File: src/rtl/pads_oen_sequencer_pkg.sv
// Shared pad-ring constants and sequencer state encoding.
// Pad indices follow the caravel pad map; reset defaults park every pad as a pulled input.
package pads_oen_sequencer_pkg;
  localparam int NPADS = 44;

  localparam int PAD_JTAG      = 0;
  localparam int PAD_SDO       = 1;
  localparam int PAD_TXCLK     = 35;
  localparam int PAD_IOCLK     = 36;
  localparam int PAD_CLOCK     = 38;
  localparam int PAD_FLASH_CSB = 39;
  localparam int PAD_FLASH_CLK = 40;
  localparam int PAD_FLASH_IO0 = 41;
  localparam int PAD_FLASH_IO1 = 42;
  localparam int PAD_GPIO      = 43;

  localparam logic [NPADS-1:0] PAD_OEN_RST = '1;
  localparam logic [NPADS-1:0] PAD_REN_RST = '0;

  typedef enum logic [2:0] {
    IDLE, RELEASE, WAIT_R, DRIVE, WAIT_D, DONE
  } seq_state_t;
endpackage

File: src/rtl/pads_oen_sequencer_timer.sv
// Settle counter: loads a wait length, counts down, flags the last wait cycle.
module pads_settle_timer #(
  parameter int CNT_W = 8
) (
  input  logic             clk,
  input  logic             rst,
  input  logic             load,
  input  logic             dec,
  input  logic [CNT_W-1:0] value,
  output logic [CNT_W-1:0] count,
  output logic             expire
);
  always_ff @(posedge clk) begin
    if (rst)                      count <= '0;
    else if (load)                count <= value;
    else if (dec && count != '0)  count <= count - 1'b1;
  end

  assign expire = (count == CNT_W'(1));
endmodule

File: src/rtl/pads_oen_sequencer.sv
// Applies pad direction/pull changes break-before-make: release drivers and enable
// pulls first, settle, then enable new drivers and apply remaining pull changes.
module pads_oen_sequencer #(
  parameter int NPADS         = pads_oen_sequencer_pkg::NPADS,
  parameter int SETTLE_CYCLES = 4,
  parameter int CNT_W         = 8
) (
  input  logic             wb_clk_i,
  input  logic             wb_rst_i,
  input  logic [NPADS-1:0] cfg_oe_n,
  input  logic [NPADS-1:0] cfg_re_n,
  output logic [NPADS-1:0] pad_oe_n,
  output logic [NPADS-1:0] pad_re_n,
  output logic             busy,
  output logic             done,
  output logic [15:0]      seq_count
);
  import pads_oen_sequencer_pkg::*;

  localparam logic [CNT_W-1:0] SETTLE = CNT_W'(SETTLE_CYCLES);

  seq_state_t       state;
  logic [NPADS-1:0] tgt_oe_n, tgt_re_n;
  logic [NPADS-1:0] rel_oe, rel_re;
  logic             cfg_rel_any;
  logic             tmr_load, tmr_dec, tmr_expire;
  logic [CNT_W-1:0] tmr_count;

  // Release set of the latched target, used in RELEASE
  assign rel_oe = tgt_oe_n & ~pad_oe_n;
  assign rel_re = ~tgt_re_n & pad_re_n;
  // Same set from the live inputs, used in IDLE to pick the first phase
  assign cfg_rel_any = |(cfg_oe_n & ~pad_oe_n) | |(~cfg_re_n & pad_re_n);

  assign tmr_load = (state == RELEASE) || (state == DRIVE);
  assign tmr_dec  = (state == WAIT_R)  || (state == WAIT_D);

  pads_settle_timer #(.CNT_W(CNT_W)) u_timer (
    .clk    (wb_clk_i),
    .rst    (wb_rst_i),
    .load   (tmr_load),
    .dec    (tmr_dec),
    .value  (SETTLE),
    .count  (tmr_count),
    .expire (tmr_expire)
  );

  always_ff @(posedge wb_clk_i) begin
    if (wb_rst_i) begin
      state     <= IDLE;
      pad_oe_n  <= '1;
      pad_re_n  <= '0;
      tgt_oe_n  <= '1;
      tgt_re_n  <= '0;
      busy      <= 1'b0;
      done      <= 1'b0;
      seq_count <= '0;
    end else begin
      done <= 1'b0;
      case (state)
        IDLE: begin
          if ({cfg_oe_n, cfg_re_n} != {pad_oe_n, pad_re_n}) begin
            tgt_oe_n <= cfg_oe_n;
            tgt_re_n <= cfg_re_n;
            busy     <= 1'b1;
            state    <= cfg_rel_any ? RELEASE : DRIVE;
          end
        end
        RELEASE: begin
          pad_oe_n <= pad_oe_n | rel_oe;
          pad_re_n <= pad_re_n & ~rel_re;
          state    <= (SETTLE_CYCLES == 0) ? DRIVE : WAIT_R;
        end
        WAIT_R: if (tmr_expire) state <= DRIVE;
        DRIVE: begin
          pad_oe_n <= tgt_oe_n;
          pad_re_n <= tgt_re_n;
          state    <= (SETTLE_CYCLES == 0) ? DONE : WAIT_D;
        end
        WAIT_D: if (tmr_expire) state <= DONE;
        DONE: begin
          done      <= 1'b1;
          busy      <= 1'b0;
          seq_count <= seq_count + 16'd1;
          state     <= IDLE;
        end
        default: state <= IDLE;
      endcase
    end
  end

  logic unused_ok;
  assign unused_ok = ^tmr_count;
endmodule

File: config.mk
export PLATFORM = sky130hd
export DESIGN_NAME = pads_oen_sequencer
export DESIGN_NICKNAME = d
export VERILOG_FILES = /design/src/rtl/pads_oen_sequencer_pkg.sv /design/src/rtl/pads_oen_sequencer_timer.sv /design/src/rtl/pads_oen_sequencer.sv
export SDC_FILE = /design/constraint.sdc
export NUM_CORES = 1
export LEC_CHECK = 0
export BUFFER_PORTS_ARGS = -buffer_cell sky130_fd_sc_hd__buf_2
export CORE_MARGIN = 4
export CORE_UTILIZATION = 58
export CTS_BUF_LIST = sky130_fd_sc_hd__clkbuf_2
export CTS_CLUSTER_SIZE = 20
export DETAILED_ROUTE_END_ITERATION = 10
export PLACE_DENSITY = 0.84
export SYNTH_ARGS = -nofsm -noshare
export SYNTH_HDL_FRONTEND = slang
export SYNTH_SLANG_ARGS = --single-unit
File: constraint.sdc
create_clock -name wb_clk_i -period 2.7 [get_ports wb_clk_i]
set_input_delay 0.54 -clock wb_clk_i [delete_from_list [all_inputs] [get_ports wb_clk_i]]
set_output_delay 0.54 -clock wb_clk_i [all_outputs]
set_load 0.02 [all_outputs]
==> impl_metrics.toml, run 1 <==
[outcome]
status = "finished clean"

[pwr]
cellLeakagePower_nw = 5.97
power.density_nw_per_um2 = 810
max-vdd-ir-drop_v = 0.000443
fin_total_pwr_mw = 10.1

[clock_tree]
clockRootBuffer = "clkbuf_2"
clock_latency_ns = 0.86
numCtsBuffers = 51
post-cts-setup-buffers = 0
ctsResizeCount = 0
h-tree-depth = 2
clock_sinks = 205
cts_tree = "yes"
clkTransAtPathRegs_ns = 0.12
ctsLongestPathBuffers = 3
holdBufCountCts = 41

[setup_path]
cp.arrival_ns = 3.31
r2r_end = "tgt_oe_n[32]"
end_kind = "flop"
startpoint_type = "flop"
r2r_cells = 8
cp_max_fo = 31
path_class = "flop to flop"
rrSetupSlack_ns = 0.11
required_ns = 3.42
r2r_start = "pad_oe_n[20]"

[synthesis]
yosys.area.top_type_share = 0.389
netlist_area_sq_um = 10500
synth_edf_count = 0
yosysMostFrequentCell = "dfxtp_1"
synth_top_area_cell = "dfxtp_1"
syn_inst = 1130
ys_top_cells_by_area = "dfxtp_1 (39%), ha_1 (11%), o211ai_1 (6.3%)"
synth_fp_nets = 1312
ys.flop_type = "dfxtp_1"
synthArstFlopShare = 0
ys_seq_elements = 205
ys_warn_count = 0
synth.distinct_cells = 43
yosysSeqAreaShare = 0.389
synth_common_cells = "dfxtp_1 (205), inv_1 (134), ha_1 (92)"
syn_area_per_cell_sq_um = 9.33

[global_route]
grt_overflow = 0
grt_pass1_wl_mm = 51.4
grt_max_degree = 59
grt_util_all_layers = 0.308
grt_pass1_vias = 9945
antenna_found_initial = 1

[hold_path]
min_to = "tgt_oe_n[22]"
min_path_type = "input port to flop"
min_path_cells = 3
worstHoldStart = "cfg_oe_n[22]"

[routing]
vias_per_cell = 6.46
vias = 10300
drt.antenna.violating_nets = 0
drc = 0
drt_iter0_markers = 1086
firstDrtPassIters = 5
wire_per_inst_um = 20.2
finalWirelength_mm = 32.3

[floorplanning]
io_pins = 196
die_y_um = 143
core_sq_um = 17900
die_w_um = 143
initial_core_util = 0.589
die-area_sq_um = 20400
rows = 49

[sta]
final_hold_viol_count = 0
finalSetupViolCount = 0
finalSetupTns_ns = 0
rsz0062_at_grt = "false"
period_needed_ns = 2.59
slew_viol_final = 0
fin_crit_sh = 0.958
tightestPinTransition_ns = 0.733
skew_ns = 0.0979
hold_ws_ns = 0.0421
slew_headroom = 0.512
fmax_mhz = 387
fin_ws_ns = 0.113

[cells_and_area]
layout-drive-gt1-share = 0.256
fin_nets = 1529
syn_to_final_growth_pct = 18.7
fin_util = 0.699

[placed_design]
place_ws_ns = 0.00155
place_hpwl_mm = 21.6
gp_congestion = 0.894
portBuffers = 195

[run]
max_cap_viol_count = 0
==> metal layers <==
layer,share of wire,up-vias,global-route usage
li1,-,4731,-
met1,0.41,4902,0.412
met2,0.46,591,0.487
met3,0.092,103,0.0556
met4,0.036,0,0.140
met5,0,-,0
==> per-stage QoR <==
stage / std cells / cell area (sq um)
detailed placement: 1482 / 11700
floorplan: 1130 / 10500
finish: 1599 / 12500
global placement: 1482 / 11700
CTS: 1598 / 12500
global route: 1599 / 12500
==> flip-flops by register name (all words and copies together) (netlist names) <==
register,cells
tgt_oe_n,44
seq_count,16
u_timer.count,8
pad_re_n,44
tgt_re_n,44
state,3
busy,1
done,1
pad_oe_n,44
==> cell usage in the layout, fill, tap and decap left out, types with 2 or more instances in the layout <==
master	synthesis	routed
buf_12	0	9
a32oi_1	44	44
nor3_1	45	45
clkbuf_2	0	70
mux2i_1	44	44
and4_1	3	2
dfxtp_1	205	205
nor2_1	36	36
nand2_1	52	52
nor2b_1	3	3
ha_1	92	92
o221a_2	44	44
inv_1	134	134
o21ai_0	3	3
nand4_1	49	49
nor4b_1	44	44
a21oi_1	4	4
xnor2_1	6	6
a211oi_1	3	3
o211ai_1	89	89
clkinv_1	1	3
o221ai_1	44	44
and3_1	3	3
nor4_1	32	32
buf_4	0	24
buf_2	14	194
dlygate4sd3_1	0	41
nand3_1	11	11
xor2_1	15	15
or4_1	4	4
nand3b_1	2	2
==> worst max path at each step <==
stage	from	to	slack (ns)	depth (start not counted)
after detailed placement	cfg_oe_n[20]	tgt_oe_n[12]	0.002	8
after global routing	pad_oe_n[26]	tgt_re_n[9]	0.05	9
after floorplan	cfg_re_n[41]	tgt_re_n[10]	0.32	10
after CTS	pad_oe_n[20]	tgt_oe_n[12]	0.19	8
final	pad_oe_n[20]	tgt_oe_n[32]	0.11	8
after global placement	cfg_oe_n[20]	tgt_oe_n[12]	0.08	8
==> logic make-up (layout without fill, tap and decap cells) <==
kind of cell | count (synthesis) | in the layout | share of synthesized area
fa+ha+maj | 92 | 92 | 0.109
mux | 44 | 44 | 0.0418
xor+xnor | 21 | 21 | 0.0174
simple gates | 293 | 293 | 0.159
compound gates | 236 | 236 | 0.193
other cells | 0 | 1 | 0
flops | 205 | 205 | 0.389
buf+inv | 239 | 478 | 0.0903
==> cell type report <==
| type | instances | area [sq um] |
|---|---|---|
| multi-input cells | 686 | 5500 |
| well taps | 229 | 287 |
| inverters | 135 | 509 |
| flip-flops and latches | 205 | 4100 |
| clock buffers | 70 | 350 |
| fillers | 1351 | 5380 |
| repair buffers | 268 | 1740 |
| diodes | 1 | 2.50 |
| clock inverters | 5 | 22.5 |
==> worst max-delay path: stages (launching register included) <==
cell	delay, ns
dfxtp_1	0.34
inv_1	0.06
ha_1	0.37
nand4_1	0.20
nor4_1	0.50
nand4_1	0.25
buf_4	0.31
o211ai_1	0.27
o211ai_1	0.15
==> power by group <==
group | switching (mW) | leakage (nW) | internal [mW]
Sequential | 0.553 | 1.69 | 3.83
Combinational | 2.38 | 3.99 | 1.47
Clock | 1.23 | 0.300 | 0.675
Total | 4.16 | 5.97 | 5.97
(Power assumes the default switching activity.)
==> run 2: changes to the inputs <==
--- a/config.mk
+++ b/config.mk
@@ -6,8 +6,10 @@
 export NUM_CORES = 1
 export LEC_CHECK = 0
 export BUFFER_PORTS_ARGS = -buffer_cell sky130_fd_sc_hd__buf_2
+export CELL_PAD_IN_SITES_DETAIL_PLACEMENT = 1
+export CELL_PAD_IN_SITES_GLOBAL_PLACEMENT = 1
 export CORE_MARGIN = 4
-export CORE_UTILIZATION = 58
+export CORE_UTILIZATION = 44
 export CTS_BUF_LIST = sky130_fd_sc_hd__clkbuf_2
 export CTS_CLUSTER_SIZE = 20
 export DETAILED_ROUTE_END_ITERATION = 10
==> run 2 against run 1 <==
  * Power rose by 3.5%
  * Combinational power grew 3%
  * Via count increased by 0.86%
  * Utilization fell by 17 points
  * Non-clock buffer count fell by 23
  * Worst setup slack worse by 0.094 ns
  * Sequential share of layout area barely moved
  * Critical endpoint is now tgt_re_n[42]
==> impl_metrics.toml, run 2 (same netlist as run 1, synthesis figures left out) <==
[clock_tree]
clkTransAtPathRegs_ns = 0.11
clock_sinks = 205
h-tree-depth = 2
clockRootBuffer = "clkbuf_2"
ctsLongestPathBuffers = 3
post-cts-setup-buffers = 0
cts_tree = "yes"
numCtsBuffers = 55
clock_latency_ns = 0.86

[sta]
skew_ns = 0.0652
final_hold_viol_count = 0
fin_ws_ns = 0.0192
finalSetupViolCount = 0
hold_ws_ns = 0.0360
tightestPinTransition_ns = 0.695
fin_crit_sh = 0.993
period_needed_ns = 2.68
fmax_mhz = 373
slew_headroom = 0.536
slew_viol_final = 0

[routing]
firstDrtPassIters = 7
drt_iter0_markers = 935
vias = 10400
wire_per_inst_um = 22.3
drc = 0
vias_per_cell = 6.19
drt.antenna.violating_nets = 0
finalWirelength_mm = 37.6

[pwr]
power.density_nw_per_um2 = 838
max-vdd-ir-drop_v = 0.000690
cellLeakagePower_nw = 5.94

[hold_path]
worstHoldStart = "cfg_oe_n[39]"
min_path_cells = 3
min_to = "tgt_oe_n[39]"
min_path_type = "input port to flop"

[setup_path]
rrSetupSlack_ns = 0.02
r2r_start = "pad_oe_n[14]"
end_kind = "flop"
slowest_stage = "or4_1"
critPathMaxStageDelay_ns = 0.66
cp_cell_sequence = "inv_1 -> ha_1 -> nand4_1 -> or4_1 -> buf_4 -> nor4b_1 -> mux2i_1 -> nand2_1"
required_ns = 3.48
startpoint_type = "flop"
r2r_end = "tgt_re_n[42]"
cp.arrival_ns = 3.46
cp_max_fo = 32
r2r_cells = 8
path_class = "flop to flop"

[global_route]
antenna_found_initial = 1
grt_util_all_layers = 0.273
grt_pass1_wl_mm = 58.7
grt_max_degree = 102
grt_overflow = 0
grt_pass1_vias = 10800

[floorplanning]
initial_core_util = 0.448
die_y_um = 163
die_w_um = 163
rows = 56
core_sq_um = 23500
die-area_sq_um = 26500
io_pins = 196

[cells_and_area]
fillerInstances = 2855
fin_nets = 1510
final_cell_mix = "dfxtp_1 (205), buf_2 (194), inv_1 (134)"
final_cells = 1684
layout_commonest_cell = "dfxtp_1"
layout-drive-gt1-share = 0.266
final_cell_area_sq_um = 12500
syn_to_final_growth_pct = 18.7

[placed_design]
place_area_sq_um = 11900
portBuffers = 195
dp_cells = 1572
place_ws_ns = -0.105
place_hpwl_mm = 25.5
gp_congestion = 0.870

[run]
max_cap_viol_count = 0

[outcome]
status = "finished clean"
[run 2: cell types whose count changed in the layout (fill, tap and decap cells not counted)]
cell and delta:
nand2b_2 -1, clkinv_1 +7, dlygate4sd3_1 -23, buf_12 +1, clkinvlp_4 -1, nor4b_1 -3, inv_2 -1, diode_2 +1
clkbuf_2 +12, buf_4 -1, nor4b_2 +3, nand2b_4 +1
[run 2: metrics by stage]
step	TNS (ns)	util	power (mW)
2_1_floorplan	0	-	6.87
3_3_place_gp	-1.15	0.504	8.11
3_5_place_dp	-0.459	0.504	8.29
4_1_cts	0	0.531	10.4
5_1_grt	-0.00528	0.532	11.1
6_report	0	0.532	10.5
[run 2: cell type report]
class | count | area (sq um) | share of cell area
sequential | 205 | 4100 | 0.328
multi-input combinational | 686 | 5530 | 0.442
tap | 319 | 399 | 0.0319
inverter | 135 | 509 | 0.0407
antenna | 2 | 5.00 | 0.000400
timing repair buffer | 245 | 1520 | 0.122
clock inverter | 10 | 37.5 | 0.00300
clock buffer | 82 | 410 | 0.0328
[run 2: per-layer routing]
metal,part of all wire,track usage,wire length (um),up-vias
met5,0.0011,0.0133,41,-
met4,0.038,0.114,1410,2
met3,0.067,0.0504,2540,103
met2,0.47,0.457,17800,465
met1,0.42,0.346,15800,5137
li1,-,-,-,4709
[run 2: power by group]
group | switching (mW) | internal, mW | total [mW]
logic | 2.49 | 1.47 | 3.96
clock network | 1.33 | 0.791 | 2.12
registers | 0.580 | 3.83 | 4.41
[run 2: critical path, delay by kind of cell, from the launching register on]
kind | cells | cell delay [ns]
buffers and inverters | 2 | 0.40
DFF | 1 | 0.37
muxes | 1 | 0.16
adders and majority gates | 1 | 0.34
and+or+nand+nor | 4 | 1.35
[run 2: timing repair]
action,CTS,global route
resized for setup,0,3
hold endpoints to repair,18,0
endpoints found under the setup margin,0,3
hold buffers,18,0
[run 2: worst max path at each step]
stage                  from      endpoint  cells after the start
4_1_cts        pad_oe_n[13]  tgt_re_n[15]                      8
5_1_grt        pad_oe_n[13]  tgt_re_n[26]                      8
3_5_place_dp   cfg_oe_n[13]  tgt_re_n[15]                      8
3_3_place_gp   cfg_oe_n[20]   tgt_oe_n[8]                      8
6_report       pad_oe_n[14]  tgt_re_n[42]                      8
2_1_floorplan  cfg_re_n[41]  tgt_re_n[10]                     10
==> run 3: changes to the inputs <==
--- a/config.mk
+++ b/config.mk
@@ -14,6 +14,7 @@
 export CTS_CLUSTER_SIZE = 20
 export DETAILED_ROUTE_END_ITERATION = 10
 export PLACE_DENSITY = 0.84
+export REMOVE_ABC_BUFFERS = 1
 export SYNTH_ARGS = -nofsm -noshare
 export SYNTH_HDL_FRONTEND = slang
 export SYNTH_SLANG_ARGS = --single-unit
==> constraint.sdc (replaced) <==
create_clock -name wb_clk_i -period 2.7 [get_ports wb_clk_i]
set_input_delay 0.54 -clock wb_clk_i [delete_from_list [all_inputs] [get_ports wb_clk_i]]
set_output_delay 0.54 -clock wb_clk_i [all_outputs]
set_load 0.05 [all_outputs]
==> run 3 against run 2 <==
  * Die area unchanged
  * Fmax rose by 5.5%
  * Critical path depth unchanged
  * Clock-buffer cell count grew 9
  * Final area is 2.5% higher
  * Power increased by 6.7%
  * Routed wire length grew 0.45%
  * Combinational power is 14% higher
  * Sequential share of layout area fell by 0.78 points
  * First-iteration DRC count is 18% lower
==> impl_metrics.toml, run 3 (same netlist as run 1, synthesis figures left out) <==
[routing]
drt.antenna.violating_nets = 0
finalWirelength_mm = 37.8
drc = 0
wire_per_inst_um = 21.9
vias_per_cell = 6.03
drt_iter0_markers = 769
firstDrtPassIters = 7
vias = 10400

[sta]
finalSetupViolCount = 0
slew_headroom = 0.522
slew_viol_final = 0
period_needed_ns = 2.54
fin_ws_ns = 0.158
fin_crit_sh = 0.941
fmax_mhz = 393
rsz0062_at_grt = "false"
tightestPinTransition_ns = 0.717
finalSetupTns_ns = 0
final_hold_viol_count = 0
skew_ns = 0.0913

[cells_and_area]
final_cell_area_sq_um = 12800
fin_util = 0.545
syn_to_final_growth_pct = 21.6
fin_nets = 1542
final_cell_mix = "dfxtp_1 (204), buf_2 (194), inv_1 (134)"
layout-drive-gt1-share = 0.269
layout_commonest_cell = "dfxtp_1"
fillerInstances = 2798

[setup_path]
rrSetupSlack_ns = 0.16
cp.arrival_ns = 3.24
crit_family = "simple AND/OR/NAND/NOR gates"
end_kind = "flop"
slowest_stage = "nor4_1"
path_class = "flop to flop"
cp_num_buf_inv = 2
required_ns = 3.40
cp_max_fo = 27
startpoint_type = "flop"
cp_cell_sequence = "ha_1 -> nand4_1 -> nor4_1 -> buf_4 -> nand4_1 -> buf_4 -> o211ai_1 -> o211ai_1"
critPathMaxStageDelay_ns = 0.45

[pwr]
cellLeakagePower_nw = 6.11
max-vdd-ir-drop_v = 0.000493
power.density_nw_per_um2 = 873

[global_route]
grt_pass1_wl_mm = 59.5
grt_max_degree = 91
grt_pass1_vias = 10900
antenna_found_initial = 2
grt_util_all_layers = 0.278
grt_overflow = 0

[hold_path]
min_path_type = "input port to flop"

[floorplanning]
core_sq_um = 23500
initial_core_util = 0.448
rows = 56
io_pins = 196
die_w_um = 163
die-area_sq_um = 26500
die_y_um = 163

[clock_tree]
clockRootBuffer = "clkbuf_2"
post-cts-setup-buffers = 0
clock_sinks = 205
h-tree-depth = 2
ctsLongestPathBuffers = 3
numCtsBuffers = 56
cts_tree = "yes"
clock_latency_ns = 0.89
clkTransAtPathRegs_ns = 0.10

[placed_design]
place_ws_ns = -0.0290
place_area_sq_um = 11900
portBuffers = 195
place_hpwl_mm = 24.9
gp_congestion = 0.818

[run]
max_cap_viol_count = 0

[outcome]
status = "finished clean"
-- run 3: cell type report --
cell class / instances / area [sq um] / share of cell area
Timing Repair Buffer: 276 / 1810 / 0.141
Inverter: 135 / 509 / 0.0397
Antenna cell: 1 / 2.50 / 0.000195
Clock buffer: 91 / 455 / 0.0355
Tap cell: 319 / 399 / 0.0311
Sequential cell: 205 / 4110 / 0.320
Clock inverter: 10 / 37.5 / 0.00293
Multi-Input combinational cell: 686 / 5510 / 0.429
-- run 3: path summary, 6_finish.rpt --
kind | from | endpoint | cells after the start
worst max-delay path | pad_re_n[18] | tgt_oe_n[4] | 8
worst min-delay path | cfg_oe_n[4] | tgt_oe_n[4] | 3
worst max register to register | pad_re_n[18] | tgt_oe_n[4] | 8
worst min register to register | busy | busy | 2
-- run 3: worst min-delay path, stage by stage --
cell	delay, ns
buf_2	0.11
o211ai_1	0.13
o211ai_1	0.15
-- run 3: through the flow --
stage               hold slack, ns  instances  total power [mW]
floorplan                    0.474       1026              7.19
global placement             0.452       1577              8.61
detailed placement           0.458       1577              8.80
CTS                         0.0455       1722              11.1
global route                0.0625       1723              11.9
finish                       0.136       1723              11.2
-- run 3: what timing repair did --
item | in CTS | in global routing
resized for setup | 0 | 1
endpoints found under the setup margin | 0 | 5
endpoints found under the hold margin | 49 | 0
hold buffers | 44 | 0
-- run 3: layer usage --
metal,vias to the layer above,global-route usage,routed length [um]
met5,-,0,0
met4,0,0.116,1480
met3,111,0.0549,2370
met2,418,0.467,18100
met1,5088,0.348,15900
li1,4775,-,-
-- run 3: where the power goes --
| group | total, mW | internal (mW) | switching, mW |
|---|---|---|---|
| Clock | 2.26 | 0.876 | 1.38 |
| Sequential | 4.42 | 3.83 | 0.589 |
| Combinational | 4.53 | 1.52 | 3.00 |
| Total | 11.2 | 6.23 | 4.97 |
